[config.mk]
export PLATFORM = sky130hd
export DESIGN_NAME = sm4_key_expand_flat
export DESIGN_NICKNAME = d
export VERILOG_FILES = /design/src/rtl/sm4_pkg.sv /design/src/rtl/sm4_key_expand_if.sv /design/src/rtl/sm4_key_round.sv /design/src/rtl/sm4_sbox.sv /design/src/rtl/sm4_key_expand.sv /design/src/flat_wrapper.sv
export SDC_FILE = /design/constraint.sdc
export NUM_CORES = 2
export LEC_CHECK = 0
export ABC_AREA = 0
export ABC_CLOCK_PERIOD_IN_PS = 7300
export CORE_ASPECT_RATIO = 1.1
export CORE_UTILIZATION = 41
export CTS_BUF_LIST = sky130_fd_sc_hd__clkbuf_2 sky130_fd_sc_hd__clkbuf_4 sky130_fd_sc_hd__clkbuf_8
export CTS_CLUSTER_SIZE = 28
export DETAILED_ROUTE_END_ITERATION = 6
export GPL_TIMING_DRIVEN = 0
export SYNTH_ARGS = -nofsm -noshare
export SYNTH_HDL_FRONTEND = slang
export SYNTH_SLANG_ARGS = --single-unit
[constraint.sdc]
create_clock -name clk -period 7.3 [get_ports clk]
set_input_delay 1.46 -clock clk [delete_from_list [all_inputs] [get_ports clk]]
set_output_delay 1.46 -clock clk [all_outputs]
set_load 0.005 [all_outputs]
[src/rtl/sm4_pkg.sv]
// Shared SM4 key-schedule constants and helpers: FK, L' rotations, and the
// arithmetic CK generator that stands in for the old constant table.
package sm4_pkg;

  localparam int NUM_ROUNDS = 32;
  localparam int ROT_A      = 13;
  localparam int ROT_B      = 23;

  // Index 0 is the leftmost word, so FK[0] pairs with MK0.
  localparam logic [0:3][31:0] FK = {32'hA3B1BAC6, 32'h56AA3350,
                                     32'h677D9197, 32'hB27022DC};

  typedef enum logic [1:0] {ST_IDLE, ST_EXPAND, ST_READY} state_e;

  // Byte j (MSB first) is 28*i + 7*j, wrapping at 8 bits.
  function automatic logic [31:0] ck_word(input logic [4:0] i);
    logic [31:0] ck;
    logic [7:0]  b;
    ck = '0;
    for (int j = 0; j < 4; j++) begin
      b = 8'(i) * 8'd28 + 8'(j) * 8'd7;
      ck[31-8*j -: 8] = b;
    end
    return ck;
  endfunction

  function automatic logic [31:0] rotl32(input logic [31:0] x, input int n);
    return (x << n) | (x >> (32 - n));
  endfunction

endpackage

[src/rtl/sm4_key_expand_if.sv]
// Key load handshake plus round-key read port of the SM4 key schedule.
interface sm4_key_expand_if;
  logic         key_valid;
  logic         key_ready;
  logic [127:0] key;
  logic         busy;
  logic         keys_ready;
  logic         rd_en;
  logic         rd_dec;
  logic [4:0]   rd_idx;
  logic [31:0]  rd_key;
  logic         rd_valid;

  modport slave (
    input  key_valid, key, rd_en, rd_dec, rd_idx,
    output key_ready, busy, keys_ready, rd_key, rd_valid
  );

  modport master (
    output key_valid, key, rd_en, rd_dec, rd_idx,
    input  key_ready, busy, keys_ready, rd_key, rd_valid
  );
endinterface

[src/rtl/sm4_key_round.sv]
// One key-schedule round: rk = K0 ^ L'(tau(K1 ^ K2 ^ K3 ^ CK)).
module sm4_key_round import sm4_pkg::*; (
  input  logic [3:0][31:0] win,
  input  logic [31:0]      ck,
  output logic [31:0]      rk
);
  logic [31:0] a, b;

  assign a = win[1] ^ win[2] ^ win[3] ^ ck;

  for (genvar j = 0; j < 4; j++) begin : g_sbox
    sm4_sbox u_sbox (.din(a[8*j +: 8]), .dout(b[8*j +: 8]));
  end

  assign rk = win[0] ^ b ^ rotl32(b, ROT_A) ^ rotl32(b, ROT_B);
endmodule

[src/rtl/sm4_sbox.sv]
// SM4 byte substitution, purely combinational lookup.
module sm4_sbox (
  input  logic [7:0] din,
  output logic [7:0] dout
);
  localparam logic [0:255][7:0] SBOX = {
    128'hD690E9FECCE13DB716B614C228FB2C05,
    128'h2B679A762ABE04C3AA44132649860699,
    128'h9C4250F491EF987A33540B43EDCFAC62,
    128'hE4B31CA9C908E89580DF94FA758F3FA6,
    128'h4707A7FCF37317BA83593C19E6854FA8,
    128'h686B81B27164DA8BF8EB0F4B70569D35,
    128'h1E240E5E6358D1A225227C3B01217887,
    128'hD40046579FD327524C3602E7A0C4C89E,
    128'hEABF8AD240C738B5A3F7F2CEF96115A1,
    128'hE0AE5DA49B341A55AD933230F58CB1E3,
    128'h1DF6E22E8266CA60C02923AB0D534E6F,
    128'hD5DB3745DEFD8E2F03FF6A726D6C5B51,
    128'h8D1BAF92BBDDBC7F11D95C411F105AD8,
    128'h0AC13188A5CD7BBD2D74D012B8E5B4B0,
    128'h8969974A0C96777E65B9F109C56EC684,
    128'h18F07DEC3ADC4D2079EE5F3ED7CB3948
  };

  assign dout = SBOX[din];
endmodule

[src/rtl/sm4_key_expand.sv]
// SM4 key schedule: expands a 128-bit master key into 32 buffered round keys,
// RPC rounds per clock, readable in encrypt or decrypt order.
module sm4_key_expand import sm4_pkg::*; #(
  parameter int RPC = 1
) (
  input  logic             clk,
  input  logic             rst_n,
  sm4_key_expand_if.slave  kif
);
  if (!(RPC == 1 || RPC == 2 || RPC == 4)) begin : g_bad_rpc
    $error("sm4_key_expand: RPC must be 1, 2 or 4");
  end

  state_e                 state;
  logic [5:0]             cnt;
  logic [3:0][31:0]       win;
  logic [31:0]            kbuf [NUM_ROUNDS];
  logic [RPC:0][3:0][31:0] wchain;
  logic [RPC-1:0][31:0]   rk;
  logic                   key_ready_q, busy_q, keys_ready_q, rd_valid_q;
  logic [31:0]            rd_key_q;
  logic [4:0]             rd_phys;
  logic                   hs;

  // Window word 0 is K_i; each round retires it and appends rk_i as K_{i+4}.
  assign wchain[0] = win;
  for (genvar r = 0; r < RPC; r++) begin : g_round
    sm4_key_round u_round (
      .win (wchain[r]),
      .ck  (ck_word(cnt[4:0] + 5'(r))),
      .rk  (rk[r])
    );
    assign wchain[r+1] = {rk[r], wchain[r][3:1]};
  end

  assign hs      = kif.key_valid & key_ready_q;
  assign rd_phys = kif.rd_dec ? 5'd31 - kif.rd_idx : kif.rd_idx;

  always_ff @(posedge clk or negedge rst_n) begin
    if (!rst_n) begin
      state        <= ST_IDLE;
      cnt          <= '0;
      win          <= '0;
      key_ready_q  <= 1'b1;
      busy_q       <= 1'b0;
      keys_ready_q <= 1'b0;
    end else begin
      case (state)
        ST_IDLE, ST_READY: begin
          if (hs) begin
            state        <= ST_EXPAND;
            cnt          <= '0;
            key_ready_q  <= 1'b0;
            busy_q       <= 1'b1;
            keys_ready_q <= 1'b0;
            for (int j = 0; j < 4; j++) win[j] <= kif.key[127-32*j -: 32] ^ FK[j];
          end
        end
        ST_EXPAND: begin
          win <= wchain[RPC];
          cnt <= cnt + 6'(RPC);
          if (cnt + 6'(RPC) == 6'(NUM_ROUNDS)) begin
            state        <= ST_READY;
            key_ready_q  <= 1'b1;
            busy_q       <= 1'b0;
            keys_ready_q <= 1'b1;
          end
        end
        default: state <= ST_IDLE;
      endcase
    end
  end

  // Buffer is only readable once keys_ready is set, so it needs no reset.
  always_ff @(posedge clk) begin
    if (state == ST_EXPAND)
      for (int r = 0; r < RPC; r++) kbuf[cnt[4:0] + 5'(r)] <= rk[r];
  end

  always_ff @(posedge clk or negedge rst_n) begin
    if (!rst_n) begin
      rd_valid_q <= 1'b0;
      rd_key_q   <= '0;
    end else begin
      rd_valid_q <= 1'b0;
      if (kif.rd_en && keys_ready_q) begin
        rd_valid_q <= 1'b1;
        rd_key_q   <= kbuf[rd_phys];
      end
    end
  end

  assign kif.key_ready  = key_ready_q;
  assign kif.busy       = busy_q;
  assign kif.keys_ready = keys_ready_q;
  assign kif.rd_valid   = rd_valid_q;
  assign kif.rd_key     = rd_key_q;
endmodule

[src/flat_wrapper.sv]
// flat-port wrapper written by rule: the top's interface ports become plain ports
module sm4_key_expand_flat import sm4_pkg::*;
#(
  parameter int RPC = 1
)
  (clk, rst_n, kif_key_valid, kif_key, kif_rd_en, kif_rd_dec, kif_rd_idx, kif_key_ready, kif_busy, kif_keys_ready, kif_rd_key, kif_rd_valid);
  sm4_key_expand_if kif_i ();
  input  logic clk;
  input  logic rst_n;
  input wire logic [$bits(kif_i.key_valid)-1:0] kif_key_valid;
  input wire logic [$bits(kif_i.key)-1:0] kif_key;
  input wire logic [$bits(kif_i.rd_en)-1:0] kif_rd_en;
  input wire logic [$bits(kif_i.rd_dec)-1:0] kif_rd_dec;
  input wire logic [$bits(kif_i.rd_idx)-1:0] kif_rd_idx;
  output wire logic [$bits(kif_i.key_ready)-1:0] kif_key_ready;
  output wire logic [$bits(kif_i.busy)-1:0] kif_busy;
  output wire logic [$bits(kif_i.keys_ready)-1:0] kif_keys_ready;
  output wire logic [$bits(kif_i.rd_key)-1:0] kif_rd_key;
  output wire logic [$bits(kif_i.rd_valid)-1:0] kif_rd_valid;
  assign kif_i.key_valid = kif_key_valid;
  assign kif_i.key = kif_key;
  assign kif_i.rd_en = kif_rd_en;
  assign kif_i.rd_dec = kif_rd_dec;
  assign kif_i.rd_idx = kif_rd_idx;
  assign kif_key_ready = kif_i.key_ready;
  assign kif_busy = kif_i.busy;
  assign kif_keys_ready = kif_i.keys_ready;
  assign kif_rd_key = kif_i.rd_key;
  assign kif_rd_valid = kif_i.rd_valid;
  sm4_key_expand #(.RPC(RPC)) u_core (.clk(clk), .rst_n(rst_n), .kif(kif_i));
endmodule
# Yosys cells after proc, flatten, opt, wreduce, memory -nomap -nowiden

Memories as Yosys holds them, arrays and structs flattened. A register that Yosys moved wholly into a read port is not among the register bits.
Index checks and enable logic that the tools add are counted.

Bits in registers: 140
RAM bits: 1024
Bits in read-only memories: 8192
Output and inout port bits: 36
Memories: 5

Memory list:

| memory           | words | bits a word | rd ports | clocked after memory_dff | write ports | line                 | RTL |
|---|---|---|---|---|---|---|---|
| (name not given) | 256   | 8           | 1        | 0                        | 0           | sm4_sbox.sv:25       | `assign dout = SBOX[din];` |
| (name not given) | 256   | 8           | 1        | 0                        | 0           | sm4_sbox.sv:25       |  |
| (name not given) | 256   | 8           | 1        | 0                        | 0           | sm4_sbox.sv:25       |  |
| (name not given) | 256   | 8           | 1        | 0                        | 0           | sm4_sbox.sv:25       |  |
| u_core.kbuf      | 32    | 32          | 1        | 1                        | 1           | sm4_key_expand.sv:17 | `logic [31:0] kbuf [NUM_ROUNDS];` |

$add $sub $neg: 5
$mul: 1
Magnitude comparators: 4
Eq/ne operators: 5
Muxes and demuxes: 25
Bitwise logic cells: 17
Reduce and logical (&&, ||, !) cells: 8

Operators with widths:

| kind                                                               | number |
|---|---|
| 128-bit case mux with 2 select lines                               | 1 |
| 32-bit bitwise XOR                                                 | 6 |
| 128-bit two-way mux                                                | 1 |
| 8-bit two-way mux                                                  | 8 |
| 9-bit >= comparator, second input constant                         | 4 |
| 8-bit NOT with 9-bit output                                        | 4 |
| 32-bit by 13-bit bitwise OR with 32-bit output                     | 1 |
| 32-bit by 23-bit bitwise OR with 32-bit output                     | 1 |
| 14-bit NOT                                                         | 2 |
| 19-bit NOT                                                         | 1 |
| 17-bit NOT                                                         | 1 |
| 6-bit case mux with 2 select lines                                 | 1 |
| 8-bit by 3-bit adder with 8-bit output, second input constant      | 1 |
| 8-bit by 4-bit adder with 8-bit output, second input constant      | 1 |
| 8-bit by 5-bit adder with 8-bit output, second input constant      | 1 |
| 1-bit two-way mux                                                  | 7 |
| 6-bit by 1-bit adder with 6-bit output, second input constant      | 1 |
| 6-bit == test, second input constant                               | 1 |
| 5-bit by 3-bit multiplier with 6-bit output, second input constant | 1 |
| 6-bit two-way mux                                                  | 1 |
| 5-bit two-way mux                                                  | 1 |
| 5-bit subtractor, first input constant                             | 1 |
| 2-bit two-way mux                                                  | 2 |
| 2-bit by 1-bit != test with 1-bit output, second input constant    | 2 |
| 12 further kinds                                                   | 14 |

# Longest topological paths before layout

Depth in word-level cells: 11
Depth in mapped cells: 20
Gate-level depth less buffers: 16

# Cells and area by module

A second synthesis with hierarchy kept.

Cell total of the unflattened synthesis: 6166
Area total of the unflattened synthesis: 70313.7 um^2

By module, submodules not included:

| module         | instances | cells each | area an instance (um^2) | sequential area each (um^2) |
|---|---|---|---|---|
| sm4_key_expand | 1         | 3854       | 55969.9                 | 35054.9 |
| sm4_sbox       | 4         | 530        | 3165.5                  | 0.0 |
| sm4_key_round  | 1         | 192        | 1681.6                  | 0.0 |

# Least setup slack after synthesis

No wires, ideal clock.

Kind: register to register
From: register u_core.cnt[0]
To: memory u_core.kbuf[0][15] (data pin)
Library setup time: 395 ps
Arrival time: 5574 ps
Required time: 6905 ps
Setup slack: 1331 ps
Stages on the path, launching flop included: 17
Period minus slack after synthesis: 5969 ps
Cell sequence: dfrtp_1 buf_4 inv_1 fa_1 inv_1 ha_1 fa_1 clkbuf_1 xnor2_1 xor2_1 clkbuf_1 o211ai_1 a311o_1 a31oi_1 xnor2_1 xnor2_1 xnor2_1

Word-level cells in the longest chain between the ends: 10

Ends and longest elaborated chain:

| item                                                                                                    | line                               | RTL |
|---|---|---|
| from (decl)                                                                                             | sm4_key_expand.sv:15               | `logic [5:0] cnt;` |
| from (signal assigned)                                                                                  | sm4_key_expand.sv:61               | `cnt <= cnt + 6'(RPC);` |
| 5-bit by 3-bit multiplier with 6-bit output (*)                                                         | sm4_pkg.sv:21                      | `b = 8'(i) * 8'd28 + 8'(j) * 8'd7;` |
| 8-bit by 4-bit adder with 8-bit output / 8-bit by 5-bit adder with 8-bit output (equally long branches) | sm4_pkg.sv:21                      |  |
| 32-bit bitwise XOR (*)                                                                                  | sm4_key_round.sv:9                 | `assign a = win[1] ^ win[2] ^ win[3] ^ ck;` |
| 8-bit NOT with 9-bit output (implied by the code)                                                       | sm4_sbox.sv:25                     |  |
| memory read 256 x 8 bit                                                                                 | n/a                                |  |
| 8-bit two-way mux (implied by the code) (2 in series)                                                   | sm4_sbox.sv:25                     |  |
| 32-bit bitwise XOR / 32-bit by 13-bit bitwise OR with 32-bit output (equally long branches)             | sm4_key_round.sv:15, sm4_pkg.sv:28 |  |
| 32-bit bitwise XOR                                                                                      | sm4_key_round.sv:15                | `assign rk = win[0] ^ b ^ rotl32(b, ROT_A) ^ rotl32(b, ROT_B);` |
| 32-bit bitwise XOR (*)                                                                                  | sm4_key_round.sv:15                |  |
| via u_core.g_round[0].u_round.rk[15]                                                                    | sm4_key_round.sv:5                 | `output logic [31:0] rk` |
| to (decl)                                                                                               | sm4_key_expand.sv:17               |  |

The timed path passes the listed nets; every way through them passes the cells marked *. The select of a mux whose other input is x is not followed.

# Final worst setup path

From: register u_core.cnt[0]
To: memory u_core.kbuf[14][9] (data pin)

Word-level cells in the longest chain between the ends: 10

Ends and longest elaborated chain:

| item                                                  | line |
|---|---|
| 5-bit by 3-bit multiplier with 6-bit output (*)       | sm4_pkg.sv:21 |
| 8-bit by 4-bit adder with 8-bit output                | sm4_pkg.sv:21 |
| 32-bit bitwise XOR (*)                                | sm4_key_round.sv:9 |
| 8-bit NOT with 9-bit output (implied by the code)     | sm4_sbox.sv:25 |
| memory read 256 x 8 bit                               | n/a |
| 8-bit two-way mux (implied by the code) (2 in series) | sm4_sbox.sv:25 |
| 32-bit bitwise XOR (2 in series)                      | sm4_key_round.sv:15 |
| 32-bit bitwise XOR (*)                                | sm4_key_round.sv:15 |
| via u_core.g_round[0].u_round.rk[9]                   | sm4_key_round.sv:5 |

Marks and branches as above.

==> impl_metrics.env <==
export IMPL_grt_usage=0.355
export IMPL_dpl_hpwl_mm=198
export IMPL_die_w_um=371
export IMPL_arrival_ps=8010
export IMPL_hp_class="flip-flop to flip-flop"
export IMPL_path_max_fanout=28
export IMPL_ys_seq_area_frac=0.571
export IMPL_netlist_instances=4713
export IMPL_routed_wl_mm=272
export IMPL_avgSynthCellArea_um2=13.0
export IMPL_maxCapViolations=1
export IMPL_die_y_um=408
export IMPL_slew_headroom=0.0105
export IMPL_synth_top_area_share=0.501
export IMPL_crit_slowest_cell="a2111oi_0"
export IMPL_worstReg2RegEnd="u_core.kbuf[14][9]$_DFFE_PP_"
export IMPL_nNetsFinal=5361
export IMPL_synth_main_ff_cell="edfxtp_1"
export IMPL_grt_pass1_vias=47500
export IMPL_fin_crit_sh=1.00
export IMPL_cts_sinks=1196
export IMPL_cts_buffers=182
export IMPL_hold_ws_ps=511
export IMPL_synth_async_reset_ratio=0.144
export IMPL_synth_warnings=0
export IMPL_drt_iter0_markers=6892
export IMPL_synth_distinct_cells=91
export IMPL_vias=48600
export IMPL_dp_cells=6910
export IMPL_crit_top_cell="o21ai_0"
export IMPL_layout_cells_non_filler=7253
export IMPL_path_class="flip-flop to flip-flop"
export IMPL_yosysMostFrequentCell="edfxtp_1"
export IMPL_hold_end="u_core.wchain[51]$_DFFE_PN0P_"
export IMPL_num_rows=148
export IMPL_drc=8
export IMPL_grt_pass1_wl_mm=376
export IMPL_crit_path_max_incr_delay_ps=1180
export IMPL_die_area_um2=151000
export IMPL_finalSetupTns_ps=-269
export IMPL_final_max_slew_viol_count=0
export IMPL_finClkSkew_ps=61.7
export IMPL_syn_num_nets=4925
export IMPL_crit_chain="buf_4, inv_1, ha_1, xnor2_4, xnor2_1, clkbuf_1, buf_1, nor3_1, a2111oi_0, a211oi_1, o21ai_0, o21ai_0, a21o_1, xnor2_2, buf_8"
export IMPL_period_minus_slack_ps=7320
export IMPL_yosys_area_top_type="edfxtp_1"
export IMPL_netlist_area_um2=61400
export IMPL_crit_required_ps=7990
export IMPL_postPlaceCellArea_um2=67400
export IMPL_hp_start="u_core.wchain[83]$_DFFE_PN0P_"
export IMPL_violations="DRC, capacitance limit, setup timing"
export IMPL_holdPathStages=2
export IMPL_synth_area_leaders="edfxtp_1 50%, mux4_2 12%, dfrtp_1 7.0%, nand2_1 2.9%, nor2_1 2.3%"
export IMPL_status="complete, but fails checks"
export IMPL_routabilityCongestion=1.02
export IMPL_wl_per_cell_um=37.5
export IMPL_drive_gt1_frac=0.182
export IMPL_grt_antenna_before_repair=14
export IMPL_fp_coreArea_um2=148000
export IMPL_dr_pass1_iters=7
export IMPL_max_slew_worst_pin_slew_ps=1470
export IMPL_end_kind="flip-flop"
export IMPL_clk_latency_ps=910
export IMPL_h_tree_depth=4
export IMPL_areaGrowthSynthToFinish_pct=16.8
export IMPL_start_kind="flip-flop"
export IMPL_setup_violations=23
export IMPL_detail_route_vias_per_cell=6.70
export IMPL_grt_max_degree=91
export IMPL_worst_r2r_cell_count=15
export IMPL_grt_overflow=0
export IMPL_clk_pin_slew_worst_paths_ps=70
export IMPL_cts_tree="done"
export IMPL_cts_buffer_depth=3
export IMPL_ant_nets=0
export IMPL_start_util=0.414
export IMPL_ys_ff_latch=1196
export IMPL_cts_root_buf="clkbuf_8"
export IMPL_max_freq_mhz=137
export IMPL_rsz0062_at_grt="yes"
export IMPL_synth_edf_count=1024
export IMPL_regToRegSetupSlack_ps=-20
export IMPL_hold_viol=0
export IMPL_stdcell_area_um2=71700
export IMPL_pin_count=174
export IMPL_io_buffers=172
export IMPL_holdBufCountCts=0
export IMPL_synth_common_cells="1,024 x edfxtp_1, 479 x nand2_1, 381 x nor2_1"
export IMPL_setup_slack_ps=-23.1
export IMPL_r2r_start="u_core.cnt[0]$_DFFE_PN0P_"
[registers in the layout (all words and copies together) (netlist names)]
register / cells
u_core.kbuf: 1024
u_core.wchain: 128
u_core.kif.rd_key: 32
u_core.cnt: 6
u_core.state: 2
u_core.kif.busy: 1
u_core.kif.key_ready: 1
u_core.kif.keys_ready: 1
u_core.kif.rd_valid: 1
[worst max path at each step]
stage / start / endpoint / cells after the start
2_1_floorplan: u_core.cnt[0]$_DFFE_PN0P_ / u_core.kbuf[0][15]$_DFFE_PP_ / 16
3_3_place_gp: rst_n / u_core.wchain[107]$_DFFE_PN0P_ / 1
3_5_place_dp: u_core.cnt[2]$_DFFE_PN0P_ / u_core.kbuf[21][30]$_DFFE_PP_ / 16
4_1_cts: u_core.cnt[2]$_DFFE_PN0P_ / u_core.kbuf[27][22]$_DFFE_PP_ / 19
5_1_grt: u_core.cnt[2]$_DFFE_PN0P_ / u_core.kbuf[23][23]$_DFFE_PP_ / 18
6_report: u_core.cnt[0]$_DFFE_PN0P_ / u_core.kbuf[14][9]$_DFFE_PP_ / 15
[timing repair]
item                                    4_1_cts  5_1_grt
buffers inserted                              4        3
pin swaps                                     4        2
resized for setup                            38       48
endpoints found under the setup margin     1009      915
hold endpoints to repair                      0        0
[per-stage QoR]
step	util	setup WS (ps)
2_1_floorplan	-	1330
3_3_place_gp	0.442	-3570
3_5_place_dp	0.455	-1340
4_1_cts	0.482	5.68
5_1_grt	0.484	-15.9
6_report	0.484	-23.1
[routing by layer]
layer | track usage | vias up | share of wire
met3 | 0.0784 | 903 | 0.095
met2 | 0.573 | 3527 | 0.47
met4 | 0.187 | 4 | 0.066
li1 | - | 19500 | -
met1 | 0.445 | 24700 | 0.37
met5 | 0 | - | 0.000059
[cell type report]
class,count,area [um2]
fillers,13100,76600
inverters,35,131
clock inverters,76,649
plain buffers,397,1670
clock buffers,256,3150
flip-flops and latches,1196,35100
diodes,6,15.0
repair buffers,254,3160
multi-input cells,3083,25500
well taps,1950,2440
[critical path: cells and delay by family (launching register included)]
family          cells  cell delay [ps]
xor+xnor            3             1510
simple gates        1              140
fa+ha+maj           1              520
flops               1              570
compound gates      5             2350
buf+inv             5             2000
[cell families (layout without fill, tap and decap cells)]
logic type / count (synthesis) / after routing / share of synthesized area
adder cells (fa/ha/maj): 74 / 74 / 0.0157
flip-flops: 1196 / 1196 / 0.571
XOR/XNOR: 213 / 213 / 0.0386
other: 0 / 6 / 0
multiplexers: 390 / 390 / 0.130
AND/OR/NAND/NOR: 1206 / 1206 / 0.0845
AO/OA/AOI/OAI: 1200 / 1200 / 0.131
buffers and inverters: 434 / 1018 / 0.0291
[cell usage in the layout (no fill, tap or decap), types with 86 or more instances in the layout]
master / instances
a211oi_1: 86
a21oi_1: 262
a31oi_1: 121
buf_2: 103
clkbuf_1: 223
clkbuf_8: 196
clkdlybuf4s50_1: 171
dfrtp_1: 171
edfxtp_1: 1024
mux4_2: 326
nand2_1: 479
nand3_1: 107
nor2_1: 347
nor3_1: 105
o21ai_0: 230
xnor2_1: 92
Power is not shown: default switching activity piles up to over one toggle a cycle in this logic, so the estimate is an artifact.
